### src/rtl/niosii_oci_dct_pkg.sv
// Shared widths, state encoding and slot-placement helper for the OCI DCT trace packer.
package niosii_oci_dct_pkg;

  localparam int SYM_W = 2;
  localparam int SLOTS = 15;
  localparam int BUF_W = SYM_W * SLOTS;
  localparam int CNT_W = 4;

  typedef logic [BUF_W-1:0] dct_buf_t;
  typedef logic [CNT_W-1:0] dct_cnt_t;
  typedef logic [SYM_W-1:0] dct_sym_t;

  localparam dct_cnt_t FULL_CNT = dct_cnt_t'(SLOTS);

  typedef enum logic [1:0] {
    RUN    = 2'd0,
    ENDING = 2'd1,
    ENDED  = 2'd2
  } dct_state_e;

  // Writes sym into the given slot; slots at or beyond SLOTS leave the buffer untouched.
  function automatic dct_buf_t place_sym(input dct_buf_t buf_in, input dct_cnt_t slot,
                                         input dct_sym_t sym);
    dct_buf_t v;
    v = buf_in;
    for (int i = 0; i < SLOTS; i++) begin
      if (slot == dct_cnt_t'(i)) v[i*SYM_W +: SYM_W] = sym;
    end
    return v;
  endfunction

endpackage

### src/rtl/niosii_oci_dct_out_reg.sv
// Output holding register: loads a closed buffer, holds it until the consumer takes it.
module niosii_oci_dct_out_reg
  import niosii_oci_dct_pkg::*;
(
  input  logic     clk,
  input  logic     reset_n,
  input  logic     i_load,
  input  dct_buf_t i_buf,
  input  dct_cnt_t i_cnt,
  input  logic     i_ready,
  output dct_buf_t o_buf,
  output dct_cnt_t o_cnt,
  output logic     o_valid,
  output logic     o_free
);

  dct_buf_t r_buf;
  dct_cnt_t r_cnt;
  logic     r_valid;

  // A load in the same cycle as a handshake replaces the departing buffer back-to-back.
  always_ff @(posedge clk or negedge reset_n) begin
    if (!reset_n) begin
      r_buf   <= '0;
      r_cnt   <= '0;
      r_valid <= 1'b0;
    end else if (i_load) begin
      r_buf   <= i_buf;
      r_cnt   <= i_cnt;
      r_valid <= 1'b1;
    end else if (r_valid && i_ready) begin
      r_valid <= 1'b0;
    end
  end

  assign o_buf   = r_buf;
  assign o_cnt   = r_cnt;
  assign o_valid = r_valid;
  assign o_free  = !r_valid || i_ready;

endmodule

### src/rtl/niosii_soc_nios2_qsys_0_oci_dct_packer.sv
// Packs 2-bit trace symbols LSB-first into 15-slot buffers and hands them to the DCT consumer.
module niosii_soc_nios2_qsys_0_oci_dct_packer
  import niosii_oci_dct_pkg::*;
(
  input  logic             clk,
  input  logic             reset_n,
  input  logic             sym_valid,
  input  logic [SYM_W-1:0] sym_data,
  output logic             sym_ready,
  input  logic             flush,
  input  logic             stop_req,
  output logic [BUF_W-1:0] dct_buffer,
  output logic [CNT_W-1:0] dct_count,
  output logic             dct_valid,
  input  logic             dct_ready,
  output logic             test_ending,
  output logic             test_has_ended
);

  dct_state_e r_state;
  logic       r_live;
  logic       r_test_ending;
  logic       r_test_has_ended;
  dct_buf_t   r_asm_buf;
  dct_cnt_t   r_asm_cnt;
  logic       r_closed;

  logic       w_acc;
  logic       w_xfer;
  logic       w_out_free;
  logic       w_close_req;
  dct_buf_t   w_buf_base;
  dct_cnt_t   w_cnt_base;
  dct_buf_t   w_buf_nxt;
  dct_cnt_t   w_cnt_nxt;
  logic       w_closed_nxt;

  niosii_oci_dct_out_reg u_out_reg (
    .clk     (clk),
    .reset_n (reset_n),
    .i_load  (w_xfer),
    .i_buf   (r_asm_buf),
    .i_cnt   (r_asm_cnt),
    .i_ready (dct_ready),
    .o_buf   (dct_buffer),
    .o_cnt   (dct_count),
    .o_valid (dct_valid),
    .o_free  (w_out_free)
  );

  // r_live keeps sym_ready low while reset is held and through the release edge.
  assign sym_ready = r_live && (r_state == RUN) && !(r_closed && dct_valid);
  assign w_acc     = sym_valid && sym_ready;
  assign w_xfer    = r_closed && w_out_free;

  // A transfer empties the assembly register first, so a same-cycle symbol lands in slot 0.
  always_comb begin
    w_buf_base  = w_xfer ? '0 : r_asm_buf;
    w_cnt_base  = w_xfer ? '0 : r_asm_cnt;
    w_buf_nxt   = w_buf_base;
    w_cnt_nxt   = w_cnt_base;
    if (w_acc) begin
      w_buf_nxt = place_sym(w_buf_base, w_cnt_base, sym_data);
      w_cnt_nxt = w_cnt_base + dct_cnt_t'(1);
    end
    w_close_req  = flush || (stop_req && (r_state == RUN));
    w_closed_nxt = (r_closed && !w_xfer)
                 || (w_cnt_nxt == FULL_CNT)
                 || (w_close_req && (w_cnt_nxt != '0));
  end

  always_ff @(posedge clk or negedge reset_n) begin
    if (!reset_n) begin
      r_asm_buf <= '0;
      r_asm_cnt <= '0;
      r_closed  <= 1'b0;
      r_live    <= 1'b0;
    end else begin
      r_asm_buf <= w_buf_nxt;
      r_asm_cnt <= w_cnt_nxt;
      r_closed  <= w_closed_nxt;
      r_live    <= 1'b1;
    end
  end

  // End-of-trace sequencing; ENDED is left only through reset.
  always_ff @(posedge clk or negedge reset_n) begin
    if (!reset_n) begin
      r_state          <= RUN;
      r_test_ending    <= 1'b0;
      r_test_has_ended <= 1'b0;
    end else begin
      case (r_state)
        RUN: begin
          if (stop_req) begin
            r_state       <= ENDING;
            r_test_ending <= 1'b1;
          end
        end
        ENDING: begin
          if ((r_asm_cnt == '0) && !dct_valid) begin
            r_state          <= ENDED;
            r_test_has_ended <= 1'b1;
          end
        end
        ENDED: begin
          r_state <= ENDED;
        end
        default: begin
          r_state <= RUN;
        end
      endcase
    end
  end

  assign test_ending    = r_test_ending;
  assign test_has_ended = r_test_has_ended;

endmodule
### config.mk
export PLATFORM = sky130hd
export DESIGN_NAME = niosii_soc_nios2_qsys_0_oci_dct_packer
export DESIGN_NICKNAME = d
export VERILOG_FILES = /design/src/rtl/niosii_oci_dct_pkg.sv /design/src/rtl/niosii_oci_dct_out_reg.sv /design/src/rtl/niosii_soc_nios2_qsys_0_oci_dct_packer.sv
export SDC_FILE = /design/constraint.sdc
export NUM_CORES = 1
export LEC_CHECK = 0
export CAP_MARGIN = 25
export CORE_ASPECT_RATIO = 1.75
export CORE_UTILIZATION = 40
export DETAILED_ROUTE_END_ITERATION = 10
export SYNTH_ARGS = -nofsm -noshare
export SYNTH_HDL_FRONTEND = slang
export SYNTH_SLANG_ARGS = --single-unit
### constraint.sdc
create_clock -name clk -period 1.85 [get_ports clk]
set_input_delay 0.37 -clock clk [delete_from_list [all_inputs] [get_ports clk]]
set_output_delay 0.37 -clock clk [all_outputs]
set_load 0.01 [all_outputs]
# Word-level counts from Yosys, hierarchy flattened
# Index checks and enable logic that the tools add are counted.
[classes] n_addsub=1 reduce_logical=25 eq_ne=19 n_mux=24
[op_table] operator="$mux W30" n=2
[op_table] operator="$mux W2" n=17
[op_table] operator="$eq A4 B4 Y1 const B" n=8
[op_table] operator="$eq A4 B3 Y1 const B" n=4
[op_table] operator="$logic_and A1 B1 Y1" n=10
[op_table] operator="$eq A4 B2 Y1 const B" n=2
[op_table] operator="$logic_not A4 Y1" n=2
[op_table] operator="$mux W4" n=2
[op_table] operator="$pmux W2 S3" n=1
[op_table] operator="$reduce_and A2 Y1" n=3
[op_table] operator="$add A4 B1 Y4 const B" n=1
[op_table] operator="$eq A4 B1 Y1 const B" n=1
[op_table] operator="$logic_or A1 B1 Y1" n=4
[op_table] operator="$ne A2 B2 Y1 const B" n=2
[op_table] operator="$reduce_bool A4 Y1" n=1
[op_table] operator="$logic_not A1 Y1" n=3
[op_table] operator="$eq A2 B1 Y1 const B" n=1
[op_table] operator="$eq A2 B2 Y1 const B" n=1
[op_table] operator="$logic_not A2 Y1" n=1
[op_table] operator="$mux W1" n=2
[op_table] operator="$reduce_bool A2 Y1" n=1
[word_totals] inputBits=8 output_inout_bits=38 elab_cells=79 register_bits=75

# Depth between registers and ports, before layout
[depth] ltp_word=9 ltp_mapped=7 depth_no_buf=6

# Cells and area by module
# Synthesis repeated with hierarchy kept, for this count alone.
[hier_totals] cells_unflattened=255 area_unflattened_um2=3359.5
[modules_own_cells] mod="niosii_soc_nios2_qsys_0_oci_dct_packer" seq_area_each_um2=1001.0 cells_each=180 area_per_inst_um2=1908.1 n_inst=1
[modules_own_cells] mod="niosii_oci_dct_out_reg" seq_area_each_um2=875.8 cells_each=75 area_per_inst_um2=1451.4 n_inst=1

# Least setup slack after synthesis
# No wires, ideal clock.
[synth_path] kind="register -> register" start="register r_state[0]" end="register r_asm_buf[24]" setup_time_ns=0.079 required_time_ns=1.771 synth_period_minus_slack_ns=1.675 n_path_buf=1 path_stages_with_launch=8 setup_slack_ns=0.175 arrival_time_ns=1.596 cell_sequence="dfrtp_1 > inv_1 > ha_1 > and3_1 > buf_2 > nand2_1 > nor3_1 > mux2i_1"
[synth_between] elab_chain_len=5
[synth_lines] element="start: declaration" line_no="niosii_soc_nios2_qsys_0_oci_dct_packer.sv:20" text="dct_state_e r_state;"
[synth_lines] element="start signal: assignment" line_no="niosii_soc_nios2_qsys_0_oci_dct_packer.sv:89" text="r_state <= RUN;"
[synth_lines] element="start signal: assignment" line_no="niosii_soc_nios2_qsys_0_oci_dct_packer.sv:96" text="r_state <= ENDING;"
[synth_lines] element="start signal: assignment" line_no="niosii_soc_nios2_qsys_0_oci_dct_packer.sv:102" text="r_state <= ENDED;"
[synth_lines] element="$logic_not A2 Y1" line_no="niosii_soc_nios2_qsys_0_oci_dct_packer.sv:52" text="assign sym_ready = r_live && (r_state == RUN) && !(r_closed && dct_valid);"
[synth_lines] element="$logic_and A1 B1 Y1 (2 in a row)" line_no="niosii_soc_nios2_qsys_0_oci_dct_packer.sv:52"
[synth_lines] element="$logic_and A1 B1 Y1" line_no="niosii_soc_nios2_qsys_0_oci_dct_packer.sv:53" text="assign w_acc = sym_valid && sym_ready;"
[synth_lines] element="$mux W30" line_no="niosii_soc_nios2_qsys_0_oci_dct_packer.sv:62" text="if (w_acc) begin"
[synth_lines] element="via w_buf_nxt[24]" line_no="niosii_soc_nios2_qsys_0_oci_dct_packer.sv:34" text="dct_buf_t w_buf_nxt;"
[synth_lines] element="end signal: assignment" line_no="niosii_soc_nios2_qsys_0_oci_dct_packer.sv:79" text="r_asm_buf <= w_buf_nxt;"
[synth_lines] element="end: declaration" line_no="niosii_soc_nios2_qsys_0_oci_dct_packer.sv:24" text="dct_buf_t r_asm_buf;"
# The timed path passes the listed nets, and every way through them passes these cells.
# A chain may end at the register's enable or synchronous reset.

# Worst setup path in the final report
[layout_path] start="register r_state[0]" end="output port sym_ready"
[layout_between] elab_chain_len=3
[layout_lines] element="$logic_not A2 Y1" line_no="niosii_soc_nios2_qsys_0_oci_dct_packer.sv:52"
[layout_lines] element="$logic_and A1 B1 Y1 (2 in a row)" line_no="niosii_soc_nios2_qsys_0_oci_dct_packer.sv:52"
[layout_lines] element="end: declaration" line_no="niosii_soc_nios2_qsys_0_oci_dct_packer.sv:9" text="output logic sym_ready,"
# Every way passes these cells.

==> results_dict.tcl <==
set metrics [dict create \
    diodes 0 \
    worstSetupPathDepth 4 \
    final_common_cell "nand2_1" \
    wl_um 7070 \
    fin_crit_ns 1.78 \
    grt_pass1_vias 2520 \
    fp.dieH_um 120 \
    core_mm2 0.00767 \
    syn_nets 343 \
    gr-total-overflow 0 \
    port_buffers 45 \
    top_layer_used "met4" \
    vias_per_cell 4.98 \
    layout.nets 413 \
    pre_cts_ws_ns -0.0223 \
    drt_iter0_drc 157 \
    syn-cell-area_mm2 0.00320 \
    worst_ep_arrival_time_ns 1.41 \
    cp-endpoint "sym_ready" \
    crit_fanout 4 \
    die_w_um 69.7 \
    cts_sinks 75 \
    wl_met2_um 3520 \
    finalClockSkew_ns 0.00500 \
    max-vdd-ir-drop_mv 0.805 \
    synth-main-ff-cell "dfrtp_1" \
    wire_per_inst_um 14.3 \
    cts_max_level 3 \
    numCtsBuffers 9 \
    crit_buf_inv 2 \
    cts_tree "done" \
    finalSetupViolations 0 \
    cts-root-buf "clkbuf_16" \
    ant_nets 0 \
    mostFrequentLayoutCells "nand2_1, dfrtp_1, clkdlybuf4s50_1" \
    dr_total_vias 2463 \
    rsz0062_at_grt "false" \
    drt-met1-wl_um 3130 \
    synth_top_cell_area_share_pct 58.6 \
    end_kind "primary output" \
    ys_warn_count 0 \
    synthDistinctLibCells 38 \
    dieArea_mm2 0.00839 \
    hpwl_um 4990 \
    start_kind "flip-flop" \
    worstSetupPathType "reg2out" \
    p_leak_uw 0.00213 \
    grt_pass1_wl_um 12100 \
    layout-drive-gt1-share_pct 14.5 \
    finalWeightedCongestion 0.897 \
    slew_violations 0 \
    rows 42 \
    initial_core_util_pct 41.8 \
    drv_cap 0 \
    clk_latency_ns 0.33 \
    min_period_over_period_pct 96.0 \
    reg2reg_setup_slack_ns 0.14 \
    cp_top_family "flip-flops" \
    clockBufferDepth 2 \
    crit_slowest_cell "dfrtp_1" \
    p_per_area_mw_per_mm2 1170 \
    drc 0 \
    design_area_mm2 0.00423 \
    antenna_found_initial 0 \
    grt_usage_pct 18.6 \
    worst_slack_ns 0.0734 \
    timing.rr.start "r_state[0]$_DFFE_PN0P_" \
    required_ns 1.48 \
    reg2reg_depth 7 \
    wl_met3_um 232 \
    synth_top_cell_by_area "dfrtp_1" \
    status "complete, no violations" \
    io_pins 46 \
    ys_seq_area_share_pct 58.6 \
    hp-class "in2async" \
    synthTopCellsByArea "dfrtp_1, nand2_1, mux2i_1, nand3_1, o21ai_0" \
    synth.avg_cell_area_um2 9.65 \
    synth_cells 332 \
    critical_path.max_stage_delay_ns 0.40 \
    dpl_cell_area_mm2 0.00393 \
    syn_to_final_growth_pct 32.1 \
    final_util_pct 55.2 \
    synth_edf_count 0 \
    hold_viol_final 0 \
    nFillCells 711 \
    async_reset_ff_share_pct 100 \
    clock.fmax_mhz 563 \
    clk_pin_slew_ns 0.05 \
    grt_max_degree 76 \
    synth_seq_cells 75 \
    crit_path_start "r_state[0]$_DFFE_PN0P_" \
    cp_cell_sequence "inv_1, ha_2, and3_1, clkdlybuf4s15_1" \
    firstDrtPassIters 4 \
    rr_endpoint "r_asm_buf[27]$_DFF_PN0_" \
]
==> state kept, by name, indices dropped and copies added, names as in the netlist <==
| name | cells |
|---|---|
| r_asm_buf | 30 |
| u_out_reg.o_cnt | 4 |
| r_closed | 1 |
| test_has_ended | 1 |
| u_out_reg.o_buf | 30 |
| r_state | 2 |
| u_out_reg.o_valid | 1 |
| r_asm_cnt | 4 |
| r_live | 1 |
| test_ending | 1 |
==> per-stage QoR <==
| step | total power (uW) | TNS, ns | hold WS (ns) | instances |
|---|---|---|---|---|
| 2_1_floorplan | 2710 | 0 | 0.0744 | 332 |
| 3_3_place_gp | 3250 | -0.0138 | 0.433 | 478 |
| 3_5_place_dp | 3270 | -0.0436 | 0.435 | 478 |
| 4_1_cts | 4990 | 0 | 0.0802 | 494 |
| 5_1_grt | 5220 | 0 | 0.0900 | 495 |
| 6_report | 4950 | 0 | 0.0490 | 495 |
==> metal layers <==
layer	track usage (%)	up-vias
met2	30.2	55
met5	0	-
met1	23.8	1164
met4	9.38	0
li1	-	1231
met3	3.33	13
==> area by class of cell <==
type                            instances  area [um^2]  area share [%]
Tap cell                               88          110            2.60
Clock buffer                            9          225            5.32
Multi-Input combinational cell        233         1240            29.2
Sequential cell                        75         1880            44.4
Timing Repair Buffer                   75          683            16.1
Inverter                                8         30.0           0.710
Clock inverter                          7         68.8            1.63
==> worst register-to-register path: cells and delay by family (launching register included) <==
kind / cells / cell delay, ns
AND/OR/NAND/NOR: 3 / 0.61
adder cells (fa/ha/maj): 1 / 0.20
flip-flops: 1 / 0.40
buffers and inverters: 2 / 0.23
multiplexers: 1 / 0.19
==> cells by family (layout without fill, tap and decap cells) <==
family                     count (synthesis)  after routing  synth area share (%)
adders and majority gates                  3              3                  1.17
muxes                                     18             18                  5.94
DFF                                       75             75                  58.6
buffers and inverters                     24             99                  3.08
xor gates and xnor gates                   4              4                  1.09
AOI/OAI and AO/OA                         33             33                  6.99
other                                      1              1                 0.117
and+or+nand+nor                          174            174                  23.0
==> cell usage after synthesis, types with 3 or more instances <==
master	n
mux2i_1	16
nand4_1	3
nand2_1	125
ha_1	3
a32o_1	4
xor2_1	3
and2_1	3
clkbuf_1	13
and3_1	3
nand3_1	13
inv_1	7
o21ai_0	12
dfrtp_1	75
nor2_1	14
o22ai_1	5
nor2b_1	5
==> where the power goes <==
| part | switching [uW] | internal [uW] | total, uW |
|---|---|---|---|
| logic | 736 | 593 | 1330 |
| registers | 120 | 1800 | 1920 |
| clock network | 666 | 1040 | 1700 |
| total | 1520 | 3430 | 4950 |
==> what timing repair did <==
item / 4_1_cts / 5_1_grt
buffers inserted: 0 / 1
endpoints found under the setup margin: 1 / 3
gates cloned: 0 / 0
gates resized for setup: 2 / 2
hold buffers: 0 / 0
hold endpoints to repair: 0 / 0
==> worst min path at each step <==
stage	end	slack (ns)	cells past startpoint
2_1_floorplan	r_asm_buf[0]$_DFF_PN0_	0.07	0
3_3_place_gp	r_state[0]$_DFFE_PN0P_	0.43	2
3_5_place_dp	r_state[0]$_DFFE_PN0P_	0.44	2
4_1_cts	r_state[0]$_DFFE_PN0P_	0.08	2
5_1_grt	r_state[0]$_DFFE_PN0P_	0.09	2
6_report	u_out_reg.o_buf[5]$_DFFE_PN0P_	0.05	2
(Power assumes the default switching activity.)
